==> src/rtl/mmio_pkg.sv <==
// Shared decode constants for the load/store MMIO bridge: register offsets,
// timer control bit positions and the decoded-register enum.
package mmio_pkg;

  localparam logic [14:0] OFF_LEDR   = 15'h0000;
  localparam logic [14:0] OFF_SW     = 15'h0002;
  localparam logic [14:0] OFF_HEX    = 15'h0004;
  localparam logic [14:0] OFF_TCTRL  = 15'h0006;
  localparam logic [14:0] OFF_TLOAD  = 15'h0008;
  localparam logic [14:0] OFF_TCOUNT = 15'h000A;
  localparam logic [14:0] OFF_TSTAT  = 15'h000C;

  localparam int EN_BIT   = 0;
  localparam int AUTO_BIT = 1;

  typedef enum logic [2:0] {
    REG_NONE,
    REG_LEDR,
    REG_SW,
    REG_HEX,
    REG_TCTRL,
    REG_TLOAD,
    REG_TCOUNT,
    REG_TSTAT
  } mmio_reg_t;

  // Byte offset -> register; bit 0 is ignored so odd addresses alias the word.
  function automatic mmio_reg_t decode_reg(input logic [14:0] off);
    logic [14:0] w;
    w = {off[14:1], 1'b0};
    case (w)
      OFF_LEDR:   return REG_LEDR;
      OFF_SW:     return REG_SW;
      OFF_HEX:    return REG_HEX;
      OFF_TCTRL:  return REG_TCTRL;
      OFF_TLOAD:  return REG_TLOAD;
      OFF_TCOUNT: return REG_TCOUNT;
      OFF_TSTAT:  return REG_TSTAT;
      default:    return REG_NONE;
    endcase
  endfunction

endpackage

==> src/rtl/mmio_timer.sv <==
// Down-counting timer with prescaler, auto-reload and a sticky expiry flag.
module mmio_timer
  import mmio_pkg::*;
#(
  parameter int PRESCALE = 1
) (
  input  logic        clk,
  input  logic        reset,
  input  logic        i_ctrl_we,
  input  logic [1:0]  i_ctrl_wd,
  input  logic        i_load_we,
  input  logic [15:0] i_load_wd,
  input  logic        i_stat_we,
  input  logic        i_stat_wd,
  output logic [1:0]  o_ctrl,
  output logic [15:0] o_load,
  output logic [15:0] o_count,
  output logic        o_exp
);

  localparam int            PW     = (PRESCALE > 1) ? $clog2(PRESCALE) : 1;
  localparam logic [PW-1:0] P_LAST = PW'(PRESCALE - 1);

  logic [PW-1:0] r_presc;
  logic [15:0]   r_count;
  logic [15:0]   r_load;
  logic [1:0]    r_ctrl;
  logic          r_exp;

  logic w_en, w_auto, w_tick, w_expire;

  assign w_en   = r_ctrl[EN_BIT];
  assign w_auto = r_ctrl[AUTO_BIT];
  assign w_tick = w_en && (r_presc == P_LAST);
  // Expire on the 1->0 step, or immediately if enabled while already at 0.
  assign w_expire = w_en && ((w_tick && (r_count == 16'd1)) || (r_count == 16'd0));

  always_ff @(posedge clk) begin
    if (reset) begin
      r_presc <= '0;
      r_count <= '0;
      r_load  <= '0;
      r_ctrl  <= '0;
      r_exp   <= 1'b0;
    end else begin
      if (w_expire && !w_auto) r_ctrl[EN_BIT] <= 1'b0;
      if (i_ctrl_we)           r_ctrl <= i_ctrl_wd;
      if (i_load_we)           r_load <= i_load_wd;

      if (i_load_we) begin
        r_count <= i_load_wd;
        r_presc <= '0;
      end else begin
        if (w_expire && w_auto)                r_count <= r_load;
        else if (w_tick && (r_count != 16'd0)) r_count <= r_count - 16'd1;
        if (w_en) r_presc <= w_tick ? '0 : r_presc + 1'b1;
      end

      // Set beats a same-cycle clear so an expiry is never lost.
      if (w_expire)                    r_exp <= 1'b1;
      else if (i_stat_we && i_stat_wd) r_exp <= 1'b0;
    end
  end

  assign o_ctrl  = r_ctrl;
  assign o_load  = r_load;
  assign o_count = r_count;
  assign o_exp   = r_exp;

endmodule

==> src/rtl/ldst_mmio_bridge.sv <==
// Splits CPU load/store traffic between the data RAM and on-board peripheral
// registers, returning read data with the RAM's one-cycle latency.
module ldst_mmio_bridge
  import mmio_pkg::*;
#(
  parameter int          RAM_AW    = 14,
  parameter logic [15:0] MMIO_BASE = 16'h8000,
  parameter int          PRESCALE  = 1
) (
  input  logic              clk,
  input  logic              reset,
  input  logic [15:0]       i_ldst_addr,
  input  logic              i_ldst_rd,
  input  logic              i_ldst_wr,
  input  logic [15:0]       i_ldst_wrdata,
  output logic [15:0]       o_ldst_rddata,
  output logic [RAM_AW-1:0] o_ram_addr,
  output logic              o_ram_rd,
  output logic              o_ram_wr,
  output logic [15:0]       o_ram_wrdata,
  input  logic [15:0]       i_ram_rddata,
  input  logic [9:0]        i_sw,
  output logic [9:0]        o_ledr,
  output logic [15:0]       o_hex,
  output logic              o_timer_irq
);

  logic        w_ram_sel, w_rd, w_wr, w_mmio_wr;
  logic [14:0] w_off;
  mmio_reg_t   w_reg;
  logic [15:0] w_rdval;
  logic [1:0]  w_tctrl;
  logic [15:0] w_tload, w_tcount;
  logic        w_texp;

  logic [9:0]  r_ledr;
  logic [15:0] r_hex;
  logic [9:0]  r_sw_meta, r_sw_sync;
  logic        r_src_ram;
  logic [15:0] r_mmio;

  // Requests during reset are dropped before they can reach RAM or MMIO.
  assign w_ram_sel = ~i_ldst_addr[15];
  assign w_wr      = i_ldst_wr & ~reset;
  assign w_rd      = i_ldst_rd & ~i_ldst_wr & ~reset;
  assign w_mmio_wr = w_wr & ~w_ram_sel;
  assign w_off     = i_ldst_addr[14:0] - MMIO_BASE[14:0];
  assign w_reg     = decode_reg(w_off);

  assign o_ram_addr   = i_ldst_addr[RAM_AW:1];
  assign o_ram_rd     = w_rd & w_ram_sel;
  assign o_ram_wr     = w_wr & w_ram_sel;
  assign o_ram_wrdata = i_ldst_wrdata;

  mmio_timer #(.PRESCALE(PRESCALE)) u_timer (
    .clk       (clk),
    .reset     (reset),
    .i_ctrl_we (w_mmio_wr && (w_reg == REG_TCTRL)),
    .i_ctrl_wd (i_ldst_wrdata[1:0]),
    .i_load_we (w_mmio_wr && (w_reg == REG_TLOAD)),
    .i_load_wd (i_ldst_wrdata),
    .i_stat_we (w_mmio_wr && (w_reg == REG_TSTAT)),
    .i_stat_wd (i_ldst_wrdata[0]),
    .o_ctrl    (w_tctrl),
    .o_load    (w_tload),
    .o_count   (w_tcount),
    .o_exp     (w_texp)
  );

  always_comb begin
    w_rdval = '0;
    case (w_reg)
      REG_LEDR:   w_rdval = {6'b0, r_ledr};
      REG_SW:     w_rdval = {6'b0, r_sw_sync};
      REG_HEX:    w_rdval = r_hex;
      REG_TCTRL:  w_rdval = {14'b0, w_tctrl};
      REG_TLOAD:  w_rdval = w_tload;
      REG_TCOUNT: w_rdval = w_tcount;
      REG_TSTAT:  w_rdval = {15'b0, w_texp};
      default:    w_rdval = '0;
    endcase
  end

  always_ff @(posedge clk) begin
    if (reset) begin
      r_ledr    <= '0;
      r_hex     <= '0;
      r_sw_meta <= '0;
      r_sw_sync <= '0;
      r_src_ram <= 1'b0;
      r_mmio    <= '0;
    end else begin
      r_sw_meta <= i_sw;
      r_sw_sync <= r_sw_meta;
      if (w_mmio_wr && (w_reg == REG_LEDR)) r_ledr <= i_ldst_wrdata[9:0];
      if (w_mmio_wr && (w_reg == REG_HEX))  r_hex  <= i_ldst_wrdata;
      // Source select and MMIO data both hold between reads.
      if (w_rd) begin
        r_src_ram <= w_ram_sel;
        if (!w_ram_sel) r_mmio <= w_rdval;
      end
    end
  end

  assign o_ldst_rddata = r_src_ram ? i_ram_rddata : r_mmio;
  assign o_ledr        = r_ledr;
  assign o_hex         = r_hex;
  assign o_timer_irq   = w_texp;

endmodule
==> config.mk <==
export PLATFORM = sky130hd
export DESIGN_NAME = ldst_mmio_bridge
export DESIGN_NICKNAME = d
export VERILOG_FILES = /design/src/rtl/mmio_pkg.sv /design/src/rtl/mmio_timer.sv /design/src/rtl/ldst_mmio_bridge.sv
export SDC_FILE = /design/constraint.sdc
export NUM_CORES = 1
export LEC_CHECK = 0
export CORE_ASPECT_RATIO = 1.5
export CORE_UTILIZATION = 53
export DETAILED_ROUTE_END_ITERATION = 6
export HOLD_SLACK_MARGIN = 0.08
export PLACE_DENSITY_LB_ADDON = 0.25
export SLEW_MARGIN = 25
export SYNTH_ARGS = -nofsm -noshare
export SYNTH_HDL_FRONTEND = slang
export SYNTH_HIERARCHICAL = 1
export SYNTH_SLANG_ARGS = --single-unit
==> constraint.sdc <==
create_clock -name clk -period 7.9 [get_ports clk]
set_input_delay 1.975 -clock clk [delete_from_list [all_inputs] [get_ports clk]]
set_output_delay 1.975 -clock clk [all_outputs]
set_load 0.005 [all_outputs]
==> impl_metrics.yaml <==
outcome:
  outcome: "complete, no violations"
finish:
  layout_common_cells: "134 x clkdlybuf4s50_1, 99 x dfxtp_1, 47 x nand2_1"
  postLayoutCellArea_mm2: 0.006703
  drive_above_1_share_pct: 12.44
  seq_area_mm2: 0.001982
  nFillCells: 737
  multi_input_area_mm2: 0.002835
  final_cells: 774
  final_common_cell: "clkdlybuf4s50_1"
  finalNetCount: 720
  syn2layout_area_growth_pct: 26.40
  antennaDiodeCount: 0
logic_synthesis:
  syn_area_mm2: 0.005303
  ys.flop_type: "dfxtp_1"
  synth_cell_types: 63
  syn-num-nets: 639
  netlist_instances: 574
  syn_avg_cell_area_um2: 9.238
  synth_seq_cells: 99
  ys_seq_area_share_pct: 37.38
  synth_edf_count: 0
  synthArstFlopShare_pct: 0
  yosysWarnings: 6
routing:
  vias: 4691
  first_pass_iters: 6
  wl_mm: 14.60
  drt_iter0_markers: 309
  wire_per_inst_um: 18.87
  post_drt_via_cell_ratio: 6.061
  postRouteAntennaNets: 0
  drc: 0
grt:
  grt_start_max_net_pins: 102
  grt_pass1_wl_mm: 23.51
  grtUsageTotal_pct: 28.19
  antenna_found_initial: 0
  first_global_vias: 4676
  grt.overflow.total: 0
clocking:
  cts_tree: "done"
  cts_root_buffer: "clkbuf_16"
  hold_buffers: 0
  cts_setup_buffers: 0
  cts_resized: 0
  htreeDepth: 3
  cts_max_path_buffers: 2
  cts-buffers-inserted: 9
  cts.sinks: 99
  clk_latency_ns: 0.34
  clkTransAtPathRegs_ns: 0.07
pwr:
  vdd_drop_max_mv: 0.1371
  power_density_mw_per_mm2: 151.9
  leakage_nw: 2.414
setup_path:
  critPathLaunchType: "input port"
  path_buf_inv: 2
  rr_worst_depth: 6
  worstPathMaxFanout: 17
  cp-end-kind: "output port"
  r2r-start: "u_timer/o_count[0]"
  timing.critical_path.max_delay_family: "buffers and inverters"
  crit_path_top_delay_cell: "clkdlybuf4s50_1"
  regToRegEndpoint: "u_timer/o_count[0]"
  reg2reg_slack_ns: 5.26
  crit_required_ns: 5.93
  cp_common_cell: "clkdlybuf4s50_1"
  cp_cell_sequence: "clkdlybuf4s50_1, clkdlybuf4s50_1"
  crit_type: "input port to output port"
  cp_slowest_stage_delay_ns: 0.87
  cp.arrival_ns: 3.46
sta:
  rsz0062_at_grt: "false"
  fin_crit_ns: 5.438
  finalHoldViolations: 0
  fin_tns_setup_ns: 0
  max_freq_ghz: 0.1839
  slew_headroom_pct: 35.86
  min_period_over_period_pct: 68.83
  worst_pin_slew_ns: 0.9621
  slew_viol_final: 0
  fin_worst_skew_ns: 0.01000
  setup_viol: 0
worst_hold_path:
  hold_class: "flip-flop to flip-flop"
  min_to: "r_sw_sync[1]"
  min-delay-start: "r_sw_meta[1]"
  whs_path_depth: 1
place:
  placed_cell_area_mm2: 0.006419
  portBuffers: 135
  dp_cells: 759
  gp_routability_congestion: 0.8979
  place_hpwl_mm: 10.49
job:
  max-cap-violations: 0
floorplan:
  initial_core_util_pct: 54.73
  chipHeight_um: 124.5
  core.rowCount: 44
  die_w_um: 83.67
  core_mm2: 0.009689
  die-area_mm2: 0.01042
  pin_count: 137
-- synth_stat cells (2+ instances only) --
| cell type | n | area (um2) |
|---|---|---|
| buf_1 | 2 | 7.510 |
| ha_1 | 3 | 37.54 |
| xnor2_1 | 11 | 96.34 |
| nor3b_1 | 4 | 30.03 |
| buf_4 | 30 | 225.2 |
| o221ai_1 | 10 | 87.58 |
| nor4bb_1 | 8 | 80.08 |
| buf_2 | 5 | 25.02 |
| nor4_1 | 2 | 12.51 |
| mux2i_1 | 30 | 300.3 |
| o41ai_1 | 3 | 26.28 |
| nand4b_1 | 7 | 61.31 |
| nor3_1 | 8 | 40.04 |
| nor2_1 | 18 | 67.56 |
| dfxtp_1 | 99 | 1982 |
| or3_1 | 2 | 12.51 |
| nor4_4 | 2 | 42.54 |
| nand3b_1 | 2 | 15.01 |
| nand2b_1 | 38 | 237.7 |
| nand3_1 | 6 | 30.03 |
| a31oi_1 | 8 | 50.05 |
| clkbuf_1 | 30 | 112.6 |
| inv_1 | 19 | 71.32 |
| a21oi_1 | 26 | 130.1 |
| a221oi_1 | 11 | 96.34 |
| nand2_1 | 47 | 176.4 |
| nand4_1 | 5 | 31.28 |
| a31o_2 | 8 | 70.07 |
| a21o_1 | 2 | 15.01 |
| and2_1 | 4 | 25.02 |
| nor2b_1 | 26 | 162.7 |
| or4_4 | 2 | 22.52 |
| buf_6 | 3 | 33.78 |
| o21ai_1 | 13 | 65.06 |
| a22oi_1 | 3 | 22.52 |
| mux2_2 | 25 | 281.5 |
| nor4_2 | 3 | 37.54 |
| a221oi_2 | 10 | 150.1 |
| o21ai_0 | 13 | 65.06 |
| and3_1 | 3 | 18.77 |
-- cells by family (layout without fill, tap and decap cells) --
logic type	Yosys count	count (layout)	share of synthesized area (%)
AOI/OAI and AO/OA	119	119	16.87
xor gates and xnor gates	12	12	1.982
adders and majority gates	3	3	0.7080
buffers and inverters	91	176	9.415
DFF	99	99	37.38
muxes	56	56	11.40
and+or+nand+nor	194	194	22.25
-- layout make-up --
type | count | share of cell area [%]
sequential | 99 | 29.57
inverter | 20 | 1.120
multi-input combinational | 384 | 42.30
clock inverter | 6 | 0.7467
clock buffer | 9 | 3.360
timing repair buffer | 141 | 20.76
tap | 115 | 2.147
-- through the flow --
step                utilization, %  total power, mW  setup slack, ns  hold WS [ns]
global placement             66.24           0.6172            2.487        0.4160
finish                       69.18            1.018            2.462        0.4414
global route                 69.18            1.051            2.362        0.4616
floorplan                        -           0.5655            2.994        0.4138
CTS                          69.09            1.021            2.473        0.4378
detailed placement           66.24           0.6191            2.475        0.4220
-- registers in the layout, indices dropped and copies added, names as in the netlist --
register,cells
u_timer/r_presc,1
r_sw_meta,10
u_timer/o_exp,1
u_timer/o_load,16
o_ledr,10
o_hex,16
u_timer/o_ctrl,2
r_sw_sync,10
r_src_ram,1
r_mmio,16
u_timer/o_count,16
-- how the worst max path moves through the flow --
stage | from | to | slack (ns) | depth (start not counted)
after floorplan | i_ldst_addr[9] | u_timer/o_count[6] | 2.99 | 9
after global placement | i_ldst_addr[3] | o_ram_addr[2] | 2.49 | 2
after detailed placement | i_ldst_addr[3] | o_ram_addr[2] | 2.48 | 2
final | i_ldst_addr[3] | o_ram_addr[2] | 2.46 | 2
after CTS | i_ldst_addr[3] | o_ram_addr[2] | 2.47 | 2
after global routing | reset | o_ram_rd | 2.36 | 4
-- metal layers --
metal,routed length [um],track usage [%],vias to the layer above
met5,0,0,-
met4,649,16.55,0
met3,774,4.573,46
met2,7545,47.30,204
met1,5634,33.63,2240
li1,-,-,2201
-- power breakdown --
group,total (mW),internal [mW],switching [mW]
logic,0.102,0.0614,0.0402
clock network,0.410,0.215,0.194
registers,0.507,0.504,0.00314
total,1.02,0.780,0.238
No activity file was read; power rests on OpenSTA's default activity.
